==> src/rtl/ex_muldiv_pkg.sv <==
// Shared encodings and helpers for the EX-stage RV32M/RV64M multiply/divide unit.
package ex_muldiv_pkg;

    localparam logic [2:0] F3_MUL    = 3'b000;
    localparam logic [2:0] F3_MULH   = 3'b001;
    localparam logic [2:0] F3_MULHSU = 3'b010;
    localparam logic [2:0] F3_MULHU  = 3'b011;
    localparam logic [2:0] F3_DIV    = 3'b100;
    localparam logic [2:0] F3_DIVU   = 3'b101;
    localparam logic [2:0] F3_REM    = 3'b110;
    localparam logic [2:0] F3_REMU   = 3'b111;

    typedef enum logic [1:0] {
        ST_IDLE = 2'b00,
        ST_MUL  = 2'b01,
        ST_DIV  = 2'b10,
        ST_DONE = 2'b11
    } state_e;

    function automatic logic is_div(input logic [2:0] op);
        return op[2];
    endfunction

endpackage

==> src/rtl/ex_muldiv_unit_div_iter.sv <==
// Restoring radix-2 divider on unsigned magnitudes: one quotient bit per step, MSB first.
module div_iter #(
    parameter int XLEN = 32
) (
    input  logic            clk,
    input  logic            rst,
    input  logic            start,
    input  logic            step,
    input  logic [XLEN-1:0] dividend,
    input  logic [XLEN-1:0] divisor,
    output logic            done,
    output logic [XLEN-1:0] quo_next,
    output logic [XLEN-1:0] rem_next
);

    localparam int CW = $clog2(XLEN) + 1;
    localparam logic [CW-1:0] CNT_START = CW'(XLEN);
    localparam logic [CW-1:0] CNT_ONE   = {{(CW-1){1'b0}}, 1'b1};
    localparam logic [CW-1:0] CNT_ZERO  = {CW{1'b0}};

    logic [XLEN-1:0] quo_r;
    logic [XLEN-1:0] rem_r;
    logic [XLEN-1:0] dsr_r;
    logic [CW-1:0]   cnt_r;
    logic [XLEN:0]   rem_shift_s;
    logic [XLEN:0]   diff_s;

    // done flags the step that produces the last quotient bit; outputs are that step's results
    assign done        = (cnt_r == CNT_ONE);
    assign rem_shift_s = {rem_r, quo_r[XLEN-1]};
    assign diff_s      = rem_shift_s - {1'b0, dsr_r};

    // Trial subtraction: keep the difference when it did not borrow
    always_comb begin
        rem_next = rem_shift_s[XLEN-1:0];
        quo_next = {quo_r[XLEN-2:0], 1'b0};
        if (!diff_s[XLEN]) begin
            rem_next = diff_s[XLEN-1:0];
            quo_next = {quo_r[XLEN-2:0], 1'b1};
        end else begin
            rem_next = rem_shift_s[XLEN-1:0];
            quo_next = {quo_r[XLEN-2:0], 1'b0};
        end
    end

    // Dividend shifts out of quo_r while quotient bits shift in
    always_ff @(posedge clk) begin
        if (rst) begin
            quo_r <= {XLEN{1'b0}};
            rem_r <= {XLEN{1'b0}};
            dsr_r <= {XLEN{1'b0}};
            cnt_r <= CNT_ZERO;
        end else if (start) begin
            quo_r <= dividend;
            rem_r <= {XLEN{1'b0}};
            dsr_r <= divisor;
            cnt_r <= CNT_START;
        end else if (step && (cnt_r != CNT_ZERO)) begin
            quo_r <= quo_next;
            rem_r <= rem_next;
            cnt_r <= cnt_r - CNT_ONE;
        end else begin
            cnt_r <= cnt_r;
        end
    end

endmodule

==> src/rtl/ex_muldiv_unit.sv <==
// EX-stage M-extension unit: pipelined multiply plus iterative divide behind valid/ready.
module ex_muldiv_unit
    import ex_muldiv_pkg::*;
#(
    parameter int XLEN    = 32,
    parameter int TAG_W   = 5,
    parameter int MUL_LAT = 2
) (
    input  logic             clk,
    input  logic             rst,
    input  logic             flush,
    input  logic             in_valid,
    output logic             in_ready,
    input  logic [2:0]       in_op,
    input  logic [XLEN-1:0]  in_a,
    input  logic [XLEN-1:0]  in_b,
    input  logic [TAG_W-1:0] in_tag,
    output logic             out_valid,
    input  logic             out_ready,
    output logic [XLEN-1:0]  out_result,
    output logic [TAG_W-1:0] out_tag,
    output logic             busy
);

    localparam int CNT_W = $clog2(MUL_LAT) + 2;
    localparam logic [CNT_W-1:0] CNT_INIT = CNT_W'(MUL_LAT - 1);
    localparam logic [CNT_W-1:0] CNT_ONE  = {{(CNT_W-1){1'b0}}, 1'b1};
    localparam logic [XLEN-1:0]  X_ZERO   = {XLEN{1'b0}};
    localparam logic [XLEN-1:0]  X_ONES   = {XLEN{1'b1}};
    localparam logic [XLEN-1:0]  X_MIN    = {1'b1, {(XLEN-1){1'b0}}};

    state_e           state_r;
    logic [2:0]       op_r;
    logic [XLEN-1:0]  a_r;
    logic [XLEN-1:0]  b_r;
    logic [TAG_W-1:0] tag_r;
    logic [XLEN-1:0]  div_res_r;
    logic             q_neg_r;
    logic             r_neg_r;
    logic [CNT_W-1:0] mul_cnt_r;

    logic             accept_s;
    logic             div_signed_s;
    logic             neg_a_s;
    logic             neg_b_s;
    logic [XLEN-1:0]  mag_a_s;
    logic [XLEN-1:0]  mag_b_s;
    logic             div_zero_s;
    logic             div_ovf_s;
    logic             div_done_s;
    logic [XLEN-1:0]  div_quo_s;
    logic [XLEN-1:0]  div_rem_s;
    logic [XLEN-1:0]  div_fin_s;
    logic             ma_sign_s;
    logic             mb_sign_s;
    logic [2*XLEN-1:0] ma_s;
    logic [2*XLEN-1:0] mb_s;
    logic [2*XLEN-1:0] prod_s;
    logic [XLEN-1:0]  mul_sel_s;
    logic [XLEN-1:0]  mul_res_s;

    assign in_ready  = ~flush && ((state_r == ST_IDLE) || ((state_r == ST_DONE) && out_ready));
    assign accept_s  = in_valid && in_ready;
    assign out_valid = (state_r == ST_DONE);
    assign busy      = (state_r != ST_IDLE);
    assign out_tag   = tag_r;
    assign out_result = is_div(op_r) ? div_res_r : mul_res_s;

    // Divide operand preparation at accept
    assign div_signed_s = ~in_op[0];
    assign neg_a_s      = div_signed_s & in_a[XLEN-1];
    assign neg_b_s      = div_signed_s & in_b[XLEN-1];
    assign mag_a_s      = neg_a_s ? -in_a : in_a;
    assign mag_b_s      = neg_b_s ? -in_b : in_b;
    assign div_zero_s   = (in_b == X_ZERO);
    assign div_ovf_s    = div_signed_s && (in_a == X_MIN) && (in_b == X_ONES);

    div_iter #(.XLEN(XLEN)) u_div (
        .clk      (clk),
        .rst      (rst),
        .start    (accept_s && is_div(in_op)),
        .step     (state_r == ST_DIV),
        .dividend (mag_a_s),
        .divisor  (mag_b_s),
        .done     (div_done_s),
        .quo_next (div_quo_s),
        .rem_next (div_rem_s)
    );

    assign div_fin_s = op_r[1] ? (r_neg_r ? -div_rem_s : div_rem_s)
                               : (q_neg_r ? -div_quo_s : div_quo_s);

    // Sign-extend into a double-width product; the low 2*XLEN bits are exact for any signedness
    assign ma_sign_s = ((op_r == F3_MULH) || (op_r == F3_MULHSU)) & a_r[XLEN-1];
    assign mb_sign_s = (op_r == F3_MULH) & b_r[XLEN-1];
    assign ma_s      = {{XLEN{ma_sign_s}}, a_r};
    assign mb_s      = {{XLEN{mb_sign_s}}, b_r};
    assign prod_s    = ma_s * mb_s;
    assign mul_sel_s = (op_r == F3_MUL) ? prod_s[XLEN-1:0] : prod_s[2*XLEN-1:XLEN];

    generate
        if (MUL_LAT == 1) begin : g_mul_comb
            assign mul_res_s = mul_sel_s;
        end else begin : g_mul_pipe
            logic [XLEN-1:0] pipe_r [MUL_LAT-1];

            // Free-running result registers behind the product for retiming
            always_ff @(posedge clk) begin
                if (rst) begin
                    for (int i = 0; i < MUL_LAT - 1; i++) begin
                        pipe_r[i] <= {XLEN{1'b0}};
                    end
                end else begin
                    pipe_r[0] <= mul_sel_s;
                    for (int i = 1; i < MUL_LAT - 1; i++) begin
                        pipe_r[i] <= pipe_r[i-1];
                    end
                end
            end

            assign mul_res_s = pipe_r[MUL_LAT-2];
        end
    endgenerate

    // Control FSM and operand/result capture
    always_ff @(posedge clk) begin
        if (rst) begin
            state_r   <= ST_IDLE;
            op_r      <= 3'b000;
            a_r       <= X_ZERO;
            b_r       <= X_ZERO;
            tag_r     <= {TAG_W{1'b0}};
            div_res_r <= X_ZERO;
            q_neg_r   <= 1'b0;
            r_neg_r   <= 1'b0;
            mul_cnt_r <= {CNT_W{1'b0}};
        end else if (flush) begin
            state_r <= ST_IDLE;
        end else if (accept_s) begin
            op_r    <= in_op;
            a_r     <= in_a;
            b_r     <= in_b;
            tag_r   <= in_tag;
            q_neg_r <= neg_a_s ^ neg_b_s;
            r_neg_r <= neg_a_s;
            if (is_div(in_op)) begin
                if (div_zero_s) begin
                    div_res_r <= in_op[1] ? in_a : X_ONES;
                    state_r   <= ST_DONE;
                end else if (div_ovf_s) begin
                    div_res_r <= in_op[1] ? X_ZERO : in_a;
                    state_r   <= ST_DONE;
                end else begin
                    state_r <= ST_DIV;
                end
            end else if (MUL_LAT == 1) begin
                state_r <= ST_DONE;
            end else begin
                state_r   <= ST_MUL;
                mul_cnt_r <= CNT_INIT;
            end
        end else begin
            case (state_r)
                ST_IDLE: state_r <= ST_IDLE;
                ST_MUL: begin
                    mul_cnt_r <= mul_cnt_r - CNT_ONE;
                    if (mul_cnt_r == CNT_ONE) begin
                        state_r <= ST_DONE;
                    end else begin
                        state_r <= ST_MUL;
                    end
                end
                ST_DIV: begin
                    if (div_done_s) begin
                        state_r   <= ST_DONE;
                        div_res_r <= div_fin_s;
                    end else begin
                        state_r <= ST_DIV;
                    end
                end
                ST_DONE: begin
                    if (out_ready) begin
                        state_r <= ST_IDLE;
                    end else begin
                        state_r <= ST_DONE;
                    end
                end
                default: state_r <= ST_IDLE;
            endcase
        end
    end

endmodule

==> config.mk <==
export PLATFORM = sky130hd
export DESIGN_NAME = ex_muldiv_unit
export DESIGN_NICKNAME = d
export VERILOG_FILES = /design/src/rtl/ex_muldiv_pkg.sv /design/src/rtl/ex_muldiv_unit_div_iter.sv /design/src/rtl/ex_muldiv_unit.sv
export SDC_FILE = /design/constraint.sdc
export NUM_CORES = 2
export LEC_CHECK = 0
export BUFFER_PORTS_ARGS = -buffer_cell sky130_fd_sc_hd__buf_2
export CORE_MARGIN = 8
export CORE_UTILIZATION = 40
export DETAILED_ROUTE_END_ITERATION = 8
export MAX_ROUTING_LAYER = met4
export SLEW_MARGIN = 20
export SYNTH_ARGS = -nofsm -noshare
export SYNTH_HDL_FRONTEND = slang
export SYNTH_SLANG_ARGS = --single-unit
==> constraint.sdc <==
create_clock -name clk -period 13.1 [get_ports clk]
set_input_delay 0.655 -clock clk [delete_from_list [all_inputs] [get_ports clk]]
set_output_delay 0.655 -clock clk [all_outputs]
set_load 0.05 [all_outputs]
### Yosys cells after proc, flatten, opt, wreduce, memory -nomap -nowiden

Memory sizes are Yosys's and may differ from the RTL's.
Cells that the tools add are included.

* bitwise operators: 7
* multiply operators: 1
* mux-type cells: 37
* reduce and logical (&&, ||, !) cells: 24
* eq/ne operators: 12
* add/sub/neg operators: 7

Operator list (count)
* 2-to-1 mux 32 bit: 19
* negator 32 bit: 4
* == test 32 bit, second input constant: 2
* multiplier 33 x 33 -> 64 bit: 1
* subtractor 33 x 32 -> 33 bit: 1
* zero test 32 bit: 1
* OR reduction 32 bit: 1
* 2-to-1 mux 6 bit: 2
* nonzero test 2 bit: 5
* 2-to-1 mux 3 bit: 3
* 2-to-1 mux 1 bit: 8
* 2-to-1 mux 2 bit: 4
* case mux 2 bit (4 select lines): 1
* logical AND 1 bit: 7
* == test 3 x 1 -> 1 bit, second input constant: 2
* == test 6 x 1 -> 1 bit, second input constant: 1
* nonzero test 6 bit: 1
* subtractor 6 x 1 -> 6 bit, second input constant: 1
* AND reduction 5 bit: 1
* AND 1 bit: 4
* == test 2 bit, second input constant: 2
* != test 2 bit, second input constant: 2
* OR reduction 2 bit: 2
* == test 3 x 2 -> 1 bit, second input constant: 1
* other kinds (10): 12

* logic and storage cells: 103
* output and inout bits: 40
* memories: 1
* bits in writable memories: 32
* flip-flop bits (word level): 213

Memory list
* g_mul_pipe.pipe_r: depth 1, bits a word 32, rd ports 1, clocked after Yosys merged registers in 0, write ports 1, RTL line ex_muldiv_unit.sv:105 `logic [XLEN-1:0] pipe_r [MUL_LAT-1];`

### Depth between registers and ports, before layout

* depth after elaboration: 8
* mapped depth: 34
* depth with buffers taken out: 32

### Cells and area by module

A second synthesis with hierarchy kept.

* cell total of the unflattened synthesis: 6228
* area total of the unflattened synthesis: 53138.5 sq um

Modules (own cells, without submodules)
* ex_muldiv_unit: times used 1, area each 46579.7 sq um, cells each 5395
* div_iter: times used 1, area each 6558.8 sq um, cells each 833

### Least setup slack after synthesis

No wires, ideal clock.

* path type: register to register
* start point: register op_r[1]
* end point: memory g_mul_pipe.pipe_r[0][29]
* path slack: 4.604 ns
* required time: 13.014 ns
* stages on the path, launching flop included: 32
* buffers on the path: 2
* clock period less this slack: 8.496 ns
* arrival: 8.410 ns
* cell sequence: dfxtp_1 -> clkbuf_1 -> xnor2_1 -> nor3b_1 -> clkbuf_1 -> and2_1 -> fa_1 -> inv_1 -> fa_1 -> inv_1 -> fa_1 -> fa_1 -> inv_1 -> fa_1 -> fa_1 -> inv_1 -> fa_1 -> fa_1 -> ha_1 -> a21o_1 -> a21oi_1 -> nor2b_1 -> or4_1 -> a31o_2 -> a21o_1 -> a31oi_1 -> o21ai_1 -> a41oi_1 -> a21boi_1 -> o41ai_1 -> xor2_1 -> a211oi_1

* word-level cells in the longest chain between the ends: 6
* elaborated cells on any way between the ends: 9
* classes of those cells: 1 x mul; 2 x eq/ne; 2 x mux; 2 x bitwise; 2 x reduce/logical

RTL lines
* start: declaration: RTL line ex_muldiv_unit.sv:33 `logic [2:0] op_r;`
* start signal: assignment: RTL line ex_muldiv_unit.sv:140 `op_r <= in_op;`
* == test 3 x 1 -> 1 bit / == test 3 x 2 -> 1 bit (equally long branches): RTL line ex_muldiv_unit.sv:94, ex_muldiv_unit.sv:95
* logical OR 1 bit: RTL line ex_muldiv_unit.sv:94 `assign ma_sign_s = ((op_r == F3_MULH) || (op_r == F3_MULHSU)) & a_r[XLEN-1];`
* AND 1 bit: RTL line ex_muldiv_unit.sv:94
* multiplier 33 x 33 -> 64 bit: RTL line ex_muldiv_unit.sv:98 `assign prod_s = ma_s * mb_s;`
* 2-to-1 mux 32 bit (*): RTL line ex_muldiv_unit.sv:99 `assign mul_sel_s = (op_r == F3_MUL) ? prod_s[XLEN-1:0] : prod_s[2*XLEN-1:XLEN];`
* 2-to-1 mux 32 bit (no line) (*)
* end: declaration: RTL line ex_muldiv_unit.sv:105

Every way passes the cells marked *; elsewhere a longest branch is shown, timed or not.

### Worst setup path after layout

Same ends and word-level chain as after synthesis.

==> impl_metrics.json <==
{
  "drtIter0Drc": 3678,
  "nFillCells": 13000,
  "r2r_start": "op_r[1]$_SDFFE_PP0P_",
  "synth_async_sr_flop_share_pct": 0,
  "status": "complete, no violations",
  "syn_area_um2": 52300,
  "syn_inst": 6102,
  "p_sw_mw": 1.17,
  "synth_edf_count": 0,
  "crit_start": "op_r[1]$_SDFFE_PP0P_",
  "gp_routability_congestion": 0.946,
  "rsz0062_at_grt": "no",
  "worstPathArrival_ns": 10.05,
  "worstMarginPinSlew_ns": 1.26,
  "comb_power_share_pct": 39.2,
  "die_w_um": 378,
  "cap_violations": 0,
  "cp_common_cell": "fa_1",
  "tns_ns": 0,
  "worstHoldStart": "in_tag[0]",
  "min_period_over_period_pct": 72.8,
  "cp_data_required_time_ns": 13.61,
  "nets": 7450,
  "period_minus_slack_ns": 9.54,
  "power_density_nw_per_um2": 51.3,
  "dieArea_um2": 143000,
  "p_clk_share_pct": 32.4,
  "yosysSeqAreaShare_pct": 9.37,
  "rrSetupSlack_ns": 3.56,
  "path_class": "reg -> reg",
  "p_leak_nw": 25.1,
  "antenna_left": 0,
  "ios": 117,
  "multi_input_area_um2": 41500,
  "p_seq_share_pct": 28.5,
  "postCtsSetupBuffers": 0,
  "clockBufferDepth": 3,
  "min_path_type": "in -> reg",
  "clkSlewWorstSetupHoldPaths_ns": 0.07,
  "overflow": 0,
  "totalWireLength_um": 171000,
  "seqCellArea_um2": 4910,
  "drive_gt1_share_pct": 5.75,
  "power_mw": 2.86,
  "crit_slowest_cell": "fa_1",
  "intPower_mw": 1.69,
  "final_cell_mix": "1228 x inv_1, 1126 x fa_1, 1043 x nand2_1",
  "ir_worst_vdd_mv": 0.108,
  "synth_nets": 7558,
  "grtUsageTotal_pct": 24.7,
  "fp-row-count": 132,
  "clock-root-buffer": "clkbuf_16",
  "cts_buffers": 30,
  "syn_area_per_cell_um2": 8.58,
  "die_h_um": 378,
  "insertion_delay_ns": 0.61,
  "drc": 0,
  "first_pass_iters": 8,
  "synth-seq-cells": 245,
  "numPlacedInstances": 7704,
  "instances_no_fill": 7759,
  "synth.distinct_cells": 79,
  "cts_resized": 0,
  "wl_per_cell_um": 22.0,
  "postCtsHoldBufs": 0,
  "core_area_um2": 130000,
  "drt-vias-per-instance": 5.36,
  "slew_headroom_pct": 15.4,
  "ys.flop_type": "dfxtp_1",
  "yosys_warnings": 0,
  "grt_pass1_vias": 43500,
  "fin_skew_ns": 0.0251,
  "drv_slew": 0,
  "swShare_pct": 40.9,
  "start_util_pct": 40.4,
  "fmax_mhz": 105,
  "grt_max_degree": 87,
  "end_kind": "flop",
  "hold_viol_final": 0,
  "htreeDepth": 1,
  "port_buffers": 116,
  "dp_hpwl_um": 130000,
  "antenna_found_initial": 6,
  "tritoncts": "done",
  "cts_num_sinks": 245,
  "vias": 41600,
  "worstPathMaxFanout": 37,
  "setup_viol": 0,
  "final_common_cell": "inv_1",
  "start_kind": "flop",
  "cpPeakStageDelay_ns": 0.55,
  "grt_pass1_wl_um": 266000,
  "area_growth_pct": 6.30
}
## power by group through the flow
stage	Sequential, mW	Combinational [mW]	Clock, mW
2_1_floorplan	0.813	0.717	0
3_3_place_gp	0.828	1.09	0
3_5_place_dp	0.829	1.10	0
4_1_cts	0.812	1.11	0.932
5_1_grt	0.816	1.21	0.958
6_report	0.813	1.12	0.924
## registers in the layout (all words and copies together), names as in the netlist, named ones only
name               count
div_res_r             32
a_r                   32
op_r                   3
u_div.dsr_r           32
u_div.rem_r           32
r_neg_r                1
q_neg_r                1
out_tag                5
state_r                1
b_r                   32
mul_cnt_r              3
u_div.quo_r           32
u_div.cnt_r            6
g_mul_pipe.pipe_r     32
## cells in the mapped netlist, types with 9 or more instances
master / instances / area [um2]
a211oi_1: 80 / 601
a21o_1: 58 / 435
a21oi_1: 259 / 1300
a221oi_1: 11 / 96.3
a22oi_1: 25 / 188
a311oi_1: 10 / 87.6
a31oi_1: 22 / 138
and2_1: 319 / 2000
and3_1: 13 / 81.3
buf_2: 10 / 50.1
clkbuf_1: 337 / 1260
dfxtp_1: 245 / 4900
fa_1: 1126 / 22500
ha_1: 253 / 3170
inv_1: 1228 / 4610
mux2_2: 34 / 383
mux2i_1: 28 / 280
nand2_1: 1044 / 3920
nand2b_1: 27 / 169
nand3_1: 28 / 140
nand4_1: 21 / 131
nor2_1: 247 / 927
nor2b_1: 16 / 100
nor3_1: 60 / 300
nor3b_1: 12 / 90.1
nor4_1: 17 / 106
o211ai_1: 18 / 135
o21ai_0: 100 / 500
o21ai_1: 13 / 65.1
o21bai_1: 11 / 82.6
o22ai_1: 12 / 75.1
o31ai_1: 30 / 225
o41ai_1: 9 / 78.8
or2_2: 17 / 106
or3_1: 34 / 213
or4_1: 14 / 105
xnor2_1: 137 / 1200
xor2_1: 84 / 736
## cells by family after synthesis
logic type	after synthesis	synth area share, %
multiplexers	62	1.27
adder cells (fa/ha/maj)	1381	49.2
AO/OA/AOI/OAI	721	8.75
AND/OR/NAND/NOR	1890	16.4
flip-flops	245	9.37
XOR/XNOR	221	3.70
buffers and inverters	1582	11.4
## critical path, delay by kind of cell, from the launching register on
family / cells / cell delay, ns
XOR/XNOR: 2 / 0.27
adder cells (fa/ha/maj): 9 / 4.19
buffers and inverters: 7 / 1.31
AND/OR/NAND/NOR: 4 / 0.83
AO/OA/AOI/OAI: 10 / 2.51
flip-flops: 1 / 0.31
## layout make-up
type / count / area share (%)
well taps: 1742 / 3.92
flip-flops and latches: 245 / 8.82
clock inverters: 18 / 0.506
inverters: 1228 / 8.29
repair buffers: 214 / 2.38
multi-input cells: 4275 / 74.6
diodes: 3 / 0.0135
clock buffers: 34 / 1.43
## worst paths after layout
path         cells after the start                             endpoint
min                              3              out_tag[0]$_SDFFE_PP0P_
min reg2reg                      2              out_tag[3]$_SDFFE_PP0P_
max                             32  g_mul_pipe.pipe_r[0][29]$_SDFF_PP0_
max reg2reg                     32  g_mul_pipe.pipe_r[0][29]$_SDFF_PP0_
## per-stage QoR
| stage | cell area [um2] | hold WS, ns | setup WS (ns) | util [%] |
|---|---|---|---|---|
| after floorplan | 52300 | 0.410 | 4.60 | - |
| final | 55600 | 0.303 | 3.56 | 42.9 |
| after global placement | 54500 | 0.440 | 3.74 | 42.1 |
| after global routing | 55600 | 0.299 | 2.86 | 42.9 |
| after detailed placement | 54500 | 0.445 | 3.59 | 42.1 |
| after CTS | 55600 | 0.287 | 3.54 | 42.9 |
## layer usage
metal  vias to the layer above  share of wire (%)  GRT usage (%)
li1                      18300                  -              -
met1                     21400                 42           33.2
met3                       318                8.1           3.52
met5                         -                  0              -
met2                      1658                 47           39.5
met4                         0                3.3           6.46
Power figures use the tool's default switching activity.
